<file path="src/rtl/pi_inc_mux.sv">
// Time-multiplexed incremental PI controller for the motor and dribbler speed
// loops. One shared datapath walks the channels in order. For each channel it
// forms a deadbanded error and computes delta = KA*err - KB*prev_err. The
// output is either that delta, or (ACCUM=1) a clamped running sum of deltas.
//
//   state  | meaning
//   IDLE   | waiting for start; gains and inputs are latched on the accept edge
//   ERR    | deadbanded error of channel c
//   PMUL   | P = KA*err on the shared multiplier
//   IMUL   | I = KB*prev_err[c] on the shared multiplier
//   ACC    | result[c] and prev_err[c] update; go to the next channel or DONE
//   DONE   | done pulse cycle, busy already low
module pi_inc_mux #(
  parameter int                  CH       = 4,
  parameter int                  W        = 32,
  parameter int                  SCALE_SH = 7,
  parameter logic signed [W-1:0] DEADBAND = 32,
  parameter logic [7:0]          IR_MASK  = 8'h01,
  parameter logic signed [W-1:0] IR_SET   = -40,
  parameter bit                  ACCUM    = 1'b0,
  parameter logic signed [W-1:0] OUT_MAX  = {1'b0, {(W-1){1'b1}}},
  parameter logic signed [W-1:0] OUT_MIN  = {1'b1, {(W-1){1'b0}}},
  parameter logic signed [W-1:0] KA_RST   = 360,
  parameter logic signed [W-1:0] KB_RST   = 210
) (
  input  logic            clk,
  input  logic            rst_n,
  input  logic            start,
  input  logic [CH*W-1:0] set,
  input  logic [CH*W-1:0] feedback,
  input  logic            infrain,
  input  logic            gain_we,
  input  logic [W-1:0]    ka_in,
  input  logic [W-1:0]    kb_in,
  input  logic            clr,
  output logic            busy,
  output logic            done,
  output logic [CH*W-1:0] result,
  output logic [CH-1:0]   sat
);

  localparam int CW = (CH > 1) ? $clog2(CH) : 1;

  typedef enum logic [2:0] {S_IDLE, S_ERR, S_PMUL, S_IMUL, S_ACC, S_DONE} state_t;

  state_t          state_q, state_d;
  logic [CW-1:0]   c_q, c_d;
  logic            busy_q, busy_d, done_q, done_d, ir_q, ir_d;
  logic [W-1:0]    ka_q, ka_d, kb_q, kb_d, ka_sh_q, ka_sh_d, kb_sh_q, kb_sh_d;
  logic [W-1:0]    err_q, err_d, p_q, p_d, i_q, i_d;
  logic [W-1:0]    set_q [CH];
  logic [W-1:0]    set_d [CH];
  logic [W-1:0]    fb_q  [CH];
  logic [W-1:0]    fb_d  [CH];
  logic [W-1:0]    prev_q[CH];
  logic [W-1:0]    prev_d[CH];
  logic [W-1:0]    res_q [CH];
  logic [W-1:0]    res_d [CH];
  logic [CH-1:0]   sat_q, sat_d;

  logic [W-1:0]    set_eff, err_raw, err_db, mul_a, mul_b, mul_lo, delta, acc_val;
  logic [W:0]      acc_s;
  logic            acc_clip;

  // Channel datapath: error with IR override and deadband, shared multiplier, clamp.
  always_comb begin
    set_eff = set_q[c_q];
    if (ir_q && IR_MASK[c_q] && (set_q[c_q] != '0)) set_eff = IR_SET;
    err_raw = (set_eff << SCALE_SH) - fb_q[c_q];
    err_db  = (($signed(err_raw) > -DEADBAND) && ($signed(err_raw) < DEADBAND)) ? '0 : err_raw;
    mul_a   = (state_q == S_PMUL) ? ka_q  : kb_q;
    mul_b   = (state_q == S_PMUL) ? err_q : prev_q[c_q];
    mul_lo  = mul_a * mul_b;
    delta   = p_q - i_q;
    acc_s   = {res_q[c_q][W-1], res_q[c_q]} + {delta[W-1], delta};
    acc_val  = acc_s[W-1:0];
    acc_clip = 1'b0;
    if ($signed(acc_s) > $signed({OUT_MAX[W-1], OUT_MAX})) begin
      acc_val  = OUT_MAX;
      acc_clip = 1'b1;
    end else if ($signed(acc_s) < $signed({OUT_MIN[W-1], OUT_MIN})) begin
      acc_val  = OUT_MIN;
      acc_clip = 1'b1;
    end
  end

  // Sequencer next state; clr wins over everything except shadow gain loads.
  always_comb begin
    state_d = state_q;  c_d = c_q;  busy_d = busy_q;  done_d = 1'b0;  ir_d = ir_q;
    ka_d = ka_q;  kb_d = kb_q;  ka_sh_d = ka_sh_q;  kb_sh_d = kb_sh_q;
    err_d = err_q;  p_d = p_q;  i_d = i_q;
    set_d = set_q;  fb_d = fb_q;  prev_d = prev_q;  res_d = res_q;  sat_d = sat_q;
    if (gain_we) begin
      ka_sh_d = ka_in;
      kb_sh_d = kb_in;
    end
    if (clr) begin
      state_d = S_IDLE;
      busy_d  = 1'b0;
      sat_d   = '0;
      for (int i = 0; i < CH; i++) begin
        prev_d[i] = '0;
        res_d[i]  = '0;
      end
    end else begin
      case (state_q)
        S_IDLE: if (start) begin
          for (int i = 0; i < CH; i++) begin
            set_d[i] = set[i*W +: W];
            fb_d[i]  = feedback[i*W +: W];
          end
          ir_d    = infrain;
          ka_d    = ka_sh_q;
          kb_d    = kb_sh_q;
          c_d     = '0;
          busy_d  = 1'b1;
          state_d = S_ERR;
        end
        S_ERR: begin
          err_d   = err_db;
          state_d = S_PMUL;
        end
        S_PMUL: begin
          p_d     = mul_lo;
          state_d = S_IMUL;
        end
        S_IMUL: begin
          i_d     = mul_lo;
          state_d = S_ACC;
        end
        S_ACC: begin
          if (ACCUM) begin
            res_d[c_q] = acc_val;
            sat_d[c_q] = acc_clip;
          end else begin
            res_d[c_q] = delta;
            sat_d[c_q] = 1'b0;
          end
          prev_d[c_q] = err_q;
          if (c_q == CW'(CH-1)) begin
            busy_d  = 1'b0;
            done_d  = 1'b1;
            state_d = S_DONE;
          end else begin
            c_d     = c_q + CW'(1);
            state_d = S_ERR;
          end
        end
        default: state_d = S_IDLE;
      endcase
    end
  end

  // All state registers, async active-low reset.
  always_ff @(posedge clk or negedge rst_n) begin
    if (!rst_n) begin
      state_q <= S_IDLE;  c_q <= '0;  busy_q <= 1'b0;  done_q <= 1'b0;  ir_q <= 1'b0;
      ka_q <= KA_RST;  kb_q <= KB_RST;  ka_sh_q <= KA_RST;  kb_sh_q <= KB_RST;
      err_q <= '0;  p_q <= '0;  i_q <= '0;  sat_q <= '0;
      for (int i = 0; i < CH; i++) begin
        set_q[i] <= '0;  fb_q[i] <= '0;  prev_q[i] <= '0;  res_q[i] <= '0;
      end
    end else begin
      state_q <= state_d;  c_q <= c_d;  busy_q <= busy_d;  done_q <= done_d;  ir_q <= ir_d;
      ka_q <= ka_d;  kb_q <= kb_d;  ka_sh_q <= ka_sh_d;  kb_sh_q <= kb_sh_d;
      err_q <= err_d;  p_q <= p_d;  i_q <= i_d;  sat_q <= sat_d;
      set_q <= set_d;  fb_q <= fb_d;  prev_q <= prev_d;  res_q <= res_d;
    end
  end

  assign busy = busy_q;
  assign done = done_q;
  assign sat  = sat_q;

  for (genvar g = 0; g < CH; g++) begin : g_out
    assign result[g*W +: W] = res_q[g];
  end

endmodule

</file>
<file path="config.mk">
export PLATFORM = sky130hd
export DESIGN_NAME = pi_inc_mux
export DESIGN_NICKNAME = d
export VERILOG_FILES = /design/src/rtl/pi_inc_mux.sv
export SDC_FILE = /design/constraint.sdc
export NUM_CORES = 2
export LEC_CHECK = 0
export ABC_AREA = 1
export CORE_AREA = 3 3 309 311
export DETAILED_ROUTE_END_ITERATION = 7
export DIE_AREA = 0 0 312 314
export PLACE_DENSITY = 0.82
export SLEW_MARGIN = 20
export SYNTH_ARGS = -nofsm -noshare
export SYNTH_HDL_FRONTEND = slang
export SYNTH_SLANG_ARGS = --single-unit
</file>
<file path="constraint.sdc">
create_clock -name clk -period 18.2 [get_ports clk]
set_input_delay 1.82 -clock clk [delete_from_list [all_inputs] [get_ports clk]]
set_output_delay 1.82 -clock clk [all_outputs]
set_load 0.02 [all_outputs]
</file>
Word level (Yosys, flattened, before mapping)

Cells that the tools add are included.

Register bits: 748
Latch bits: 0
RAM bits: 0
ROM bits: 0
Input bits: 326
Output and inout bits: 134
Logic and storage cells: 110
Memories: 0

Add/sub/neg operators: 3
$mul: 1
Divide/modulo/power cells: 0
$lt $le $gt $ge: 7
Equal/unequal tests: 9
Shifts and indexed selects: 0
Mux-type cells: 41
Bitwise logic cells: 4
Reduce and logical (&&, ||, !) cells: 16

Operators by type and width:

| kind                | count |
|---|---|
| $mux 128            | 4 |
| $mux 32             | 10 |
| $bwmux 128          | 2 |
| $bmux 32 s2         | 3 |
| $demux 32 s2        | 1 |
| $sub 32x32->32      | 2 |
| $gt 32x6->1 const B | 1 |
| $lt 32x7->1 const B | 1 |
| $mul 32x32->32      | 1 |
| $reduce_bool 32->1  | 1 |
| $mux 25             | 1 |
| $pmux 3 s5          | 1 |
| $mux 3              | 3 |
| $mux 1              | 8 |
| $mux 4              | 2 |
| $eq 3x2->1 const B  | 2 |
| $ne 3x3->1 const B  | 2 |
| $reduce_and 2->1    | 3 |
| $reduce_and 3->1    | 2 |
| $logic_and 1x1->1   | 5 |
| $and 4x4->4         | 1 |
| $lt 2x4->1 const B  | 1 |
| $mux 2              | 2 |
| $ne 2x2->1 const B  | 2 |
| other kinds (19)    | 20 |

Depth between registers and ports, before layout

Depth after elaboration: 11
Gate-level depth with buffers: 41
Depth with buffers taken out: 38

Least setup slack after synthesis

No wires, ideal clock.

Kind: register to register
Start: register c_q[0]
End: register i_q[30]
Library setup time: 131 ps
Data arrival time: 7417 ps
Required time: 18069 ps
Slack: 10652 ps
Stages on the path, launching flop included: 37
Buffers on the path: 4
Period minus slack after synthesis: 7548 ps
Path through: dfrtp_1 > inv_2 > buf_2 > buf_4 > buf_2 > a21oi_1 > o21ai_1 > nand3_1 > o21ai_1 > clkbuf_1 > nor2_1 > fa_1 > inv_1 > fa_1 > fa_1 > fa_1 > inv_1 > fa_1 > inv_1 > fa_1 > inv_1 > fa_1 > fa_1 > ha_1 > a21oi_1 > o21ai_0 > a21oi_1 > nand3_1 > nand3_1 > nand2_1 > nand2_1 > nand2_1 > a21oi_1 > inv_1 > or2_2 > nand3_1 > o21ai_0

Word-level cells in the longest chain between the ends: 6

Ends and longest elaborated chain:

| item                                       | RTL line | text |
|---|---|---|
| start, declared                            | 47       | `logic [CW-1:0] c_q, c_d;` |
| start signal, assigned                     | 157      | `state_q <= S_IDLE; c_q <= '0; busy_q <= 1'b0; done_q <= 1'b0; ir_q <= 1'b0;` |
| start signal, assigned                     | 164      | `state_q <= state_d; c_q <= c_d; busy_q <= busy_d; done_q <= done_d; ir_q <= ir_d;` |
| $not 2->3 (not written as such)            | 72       | `mul_b = (state_q == S_PMUL) ? err_q : prev_q[c_q];` |
| $bmux 32 s2                                | 72       |  |
| $mux 32 (not written as such) (2 in a row) | 72       |  |
| $mux 32                                    | 72       |  |
| $mul 32x32->32                             | 73       | `mul_lo = mul_a * mul_b;` |
| end signal, assigned                       | 166      | `err_q <= err_d; p_q <= p_d; i_q <= i_d; sat_q <= sat_d;` |
| end, declared                              | 50       | `logic [W-1:0] err_q, err_d, p_q, p_d, i_q, i_d;` |

Every way passes these cells. The select of a mux whose other input is x is not followed.
A chain may end at the register's enable or synchronous reset.

Final worst setup path

Same ends and word-level chain as after synthesis.

==> impl_metrics.json <==
{
  "outcome": "finished clean",
  "fillers": 7556,
  "drcViolationCount": 0,
  "critPathSlowestCell": "buf_4",
  "dp_cells": 7429,
  "grt_pass1_wl_um": 247000,
  "startpoint_type": "register",
  "rsz0062_at_grt": "false",
  "seq_area_frac_synth_pct": 36.8,
  "final_common_cell": "nand2_1",
  "synth_flop_cell": "dfrtp_1",
  "drv_cap": 0,
  "nets": 7176,
  "syn_area_sq_um": 50900,
  "max_freq_mhz": 101,
  "layout_setup_ws_ns": 8.26,
  "rows": 112,
  "cp_slowest_stage_delay_ns": 0.88,
  "area_growth_pct": 16.5,
  "synth_largest_area_cell": "dfrtp_1",
  "period_share_pct": 54.6,
  "maxSlewHeadroom_pct": 23.9,
  "io_pins": 460,
  "hp-start": "result[125]",
  "fin_setup_tns_ns": 0,
  "crit_type": "reg2reg",
  "synth_warnings": 0,
  "synth_area_leaders": "dfrtp_1 36%, fa_1 16%, nand2_1 11%, inv_1 6.4%, mux2_2 5.6%",
  "gp_congestion": 0.983,
  "internal_power_w": 0.00507,
  "avgSynthCellArea_sq_um": 8.60,
  "crit_arrival_ns": 10.47,
  "io_buffers": 459,
  "hp-class": "reg2reg",
  "power_switching_w": 0.00492,
  "core-area_sq_um": 93000,
  "timing.rr.start": "c_q[0]",
  "cp_max_fo": 86,
  "crit_required_ns": 18.73,
  "wl_um": 159000,
  "hold_violations": 0,
  "async_flop_share_pct": 100,
  "synth_cell_type_count": 55,
  "end_kind": "register",
  "crit_start": "c_q[0]",
  "pre_cts_slack_ns": 8.56,
  "root_buffer": "clkbuf_16",
  "p_clk_share_pct": 16.8,
  "clkTransAtPathRegs_ns": 0.06,
  "syn_nets": 6838,
  "die_x_um": 312,
  "combPwrFrac_pct": 61.3,
  "cts_hold_buf": 0,
  "cts.repair.resized": 0,
  "firstDrtPassIters": 6,
  "syn_inst": 5919,
  "vias": 43043,
  "place_hpwl_um": 119000,
  "clock_latency_ns": 0.69,
  "synth-edff-count": 0,
  "yosysTopAreaCellShare_pct": 36.0,
  "cts_htree_levels": 3,
  "dieArea_sq_um": 98000,
  "ant_nets": 0,
  "ir_worst_vdd_uv": 247,
  "wl_per_cell_um": 21.0,
  "stdcell_count": 7581,
  "grt_pass1_vias": 43598,
  "grt_start_max_net_pins": 195,
  "numCtsBuffers": 79,
  "crit_path_frequent_cell": "fa_1",
  "ys_ff_latch": 748,
  "antenna_found_initial": 9,
  "post_cts_buffers": 0,
  "grt-ovfl-total": 0,
  "cts_tree": "yes",
  "hold_ws_ns": 0.476,
  "cts_buffer_depth": 3,
  "max_slew.worst_pin.slew_ns": 1.14,
  "p_sw_share_pct": 49.2,
  "drt-initial-drc-count": 4493,
  "layout-drive-gt1-share_pct": 8.24,
  "pwr-share-seq_pct": 21.9,
  "min_period_ns": 9.94,
  "setup_violations": 0,
  "die_h_um": 314,
  "p_leak_nw": 28.6,
  "cts.sinks": 748,
  "initial_utilization_pct": 54.7,
  "fin_worst_skew_ns": 0.0448,
  "maxSlewViolCount": 0,
  "grt_util_all_layers_pct": 32.3,
  "final_cell_mix": "1493 x nand2_1, 867 x inv_1, 730 x dfrtp_1",
  "power-per-cell-area_nw_per_um2": 169,
  "vias_per_cell": 5.68,
  "finalPower_w": 0.00999
}
[sequential cells by signal, indices dropped and copies added, names as in the netlist, 4 cells and up]
| register | flops |
|---|---|
| result | 128 |
| sat | 4 |
| p_q | 32 |
| set_q | 128 |
| ka_q | 32 |
| kb_q | 32 |
| kb_sh_q | 32 |
| ka_sh_q | 32 |
| prev_q | 128 |
| fb_q | 128 |
| err_q | 32 |
| i_q | 32 |
[synthesized netlist by cell type (2+ instances only)]
cell / number
nor2_1: 461
dfstp_2: 16
buf_6: 3
nand4_1: 30
fa_1: 409
nor4_1: 8
o2111ai_1: 2
a21boi_0: 3
a22o_1: 3
clkbuf_1: 194
a21oi_1: 142
buf_2: 41
o211ai_1: 12
nand3b_1: 7
nor3_1: 19
a21o_1: 12
nand2_2: 8
mux2_2: 253
o21ai_1: 14
nand3_1: 297
o22ai_1: 99
buf_4: 5
nand2_1: 1494
o21ai_2: 6
a31oi_1: 10
xnor2_1: 30
nor2_2: 5
a221oi_1: 2
o21a_1: 2
dfrtp_1: 732
clkinv_1: 11
inv_2: 13
or2_2: 19
a32o_1: 52
ha_1: 184
xor2_1: 37
o21bai_1: 12
buf_1: 18
o21ai_0: 371
inv_1: 868
[power groups by stage]
stage / registers (W) / logic [W] / clock network [W]
2_1_floorplan: 0.00213 / 0.00411 / 0
3_3_place_gp: 0.00219 / 0.00587 / 0
3_5_place_dp: 0.00221 / 0.00599 / 0
4_1_cts: 0.00218 / 0.00603 / 0.00170
5_1_grt: 0.00222 / 0.00677 / 0.00177
6_report: 0.00219 / 0.00613 / 0.00168
[critical path, delay by kind of cell, from the launching register on]
| family | cells | cell delay (ns) |
|---|---|---|
| compound gates | 5 | 0.61 |
| fa+ha+maj | 9 | 4.34 |
| flops | 1 | 0.67 |
| buf+inv | 7 | 2.19 |
| simple gates | 12 | 1.80 |
[layer usage]
metal	vias to the layer above	routed length, um	global-route usage, %	share of wire, %
met3	445	14500	7.12	9.1
met5	-	45	0	0.028
met1	21179	61400	41.1	39
met4	6	7830	14.3	4.9
li1	19346	-	-	-
met2	2067	75100	53.4	47
[logic make-up after synthesis]
| family | count (synthesis) | synth area share [%] |
|---|---|---|
| simple gates | 2356 | 18.6 |
| buf+inv | 1153 | 8.69 |
| compound gates | 749 | 8.49 |
| flops | 748 | 36.8 |
| fa+ha+maj | 593 | 20.6 |
| mux | 253 | 5.60 |
| xor+xnor | 67 | 1.15 |
[path summary, 6_finish.rpt]
check / depth (start not counted) / slack [ns] / to
setup / recovery: 33 / 8.26 / i_q[30]
hold / removal: 2 / 0.48 / result[125]
setup reg to reg: 33 / 8.26 / i_q[30]
hold reg to reg: 2 / 0.48 / result[125]
max in group asynchronous: 4 / 13.93 / set_q[83]
min in group asynchronous: 1 / 1.20 / result[70]
[per-stage QoR]
| step | instance area (sq um) | utilization (%) |
|---|---|---|
| after detailed placement | 56500 | 60.7 |
| after global routing | 59200 | 63.7 |
| final | 59300 | 63.7 |
| after global placement | 56500 | 60.7 |
| after floorplan | 50900 | - |
| after CTS | 59200 | 63.6 |
[final cells by class]
cell class | instances | area (sq um) | share of cell area (%)
flip-flops and latches | 748 | 18700 | 31.6
clock buffers | 114 | 2240 | 3.78
multi-input cells | 4018 | 27800 | 46.9
diodes | 8 | 20.0 | 0.0338
repair buffers | 518 | 5080 | 8.58
clock inverters | 29 | 459 | 0.775
inverters | 892 | 3350 | 5.66
well taps | 1254 | 1570 | 2.65
Note: power is estimated with default switching activity, not from simulation.
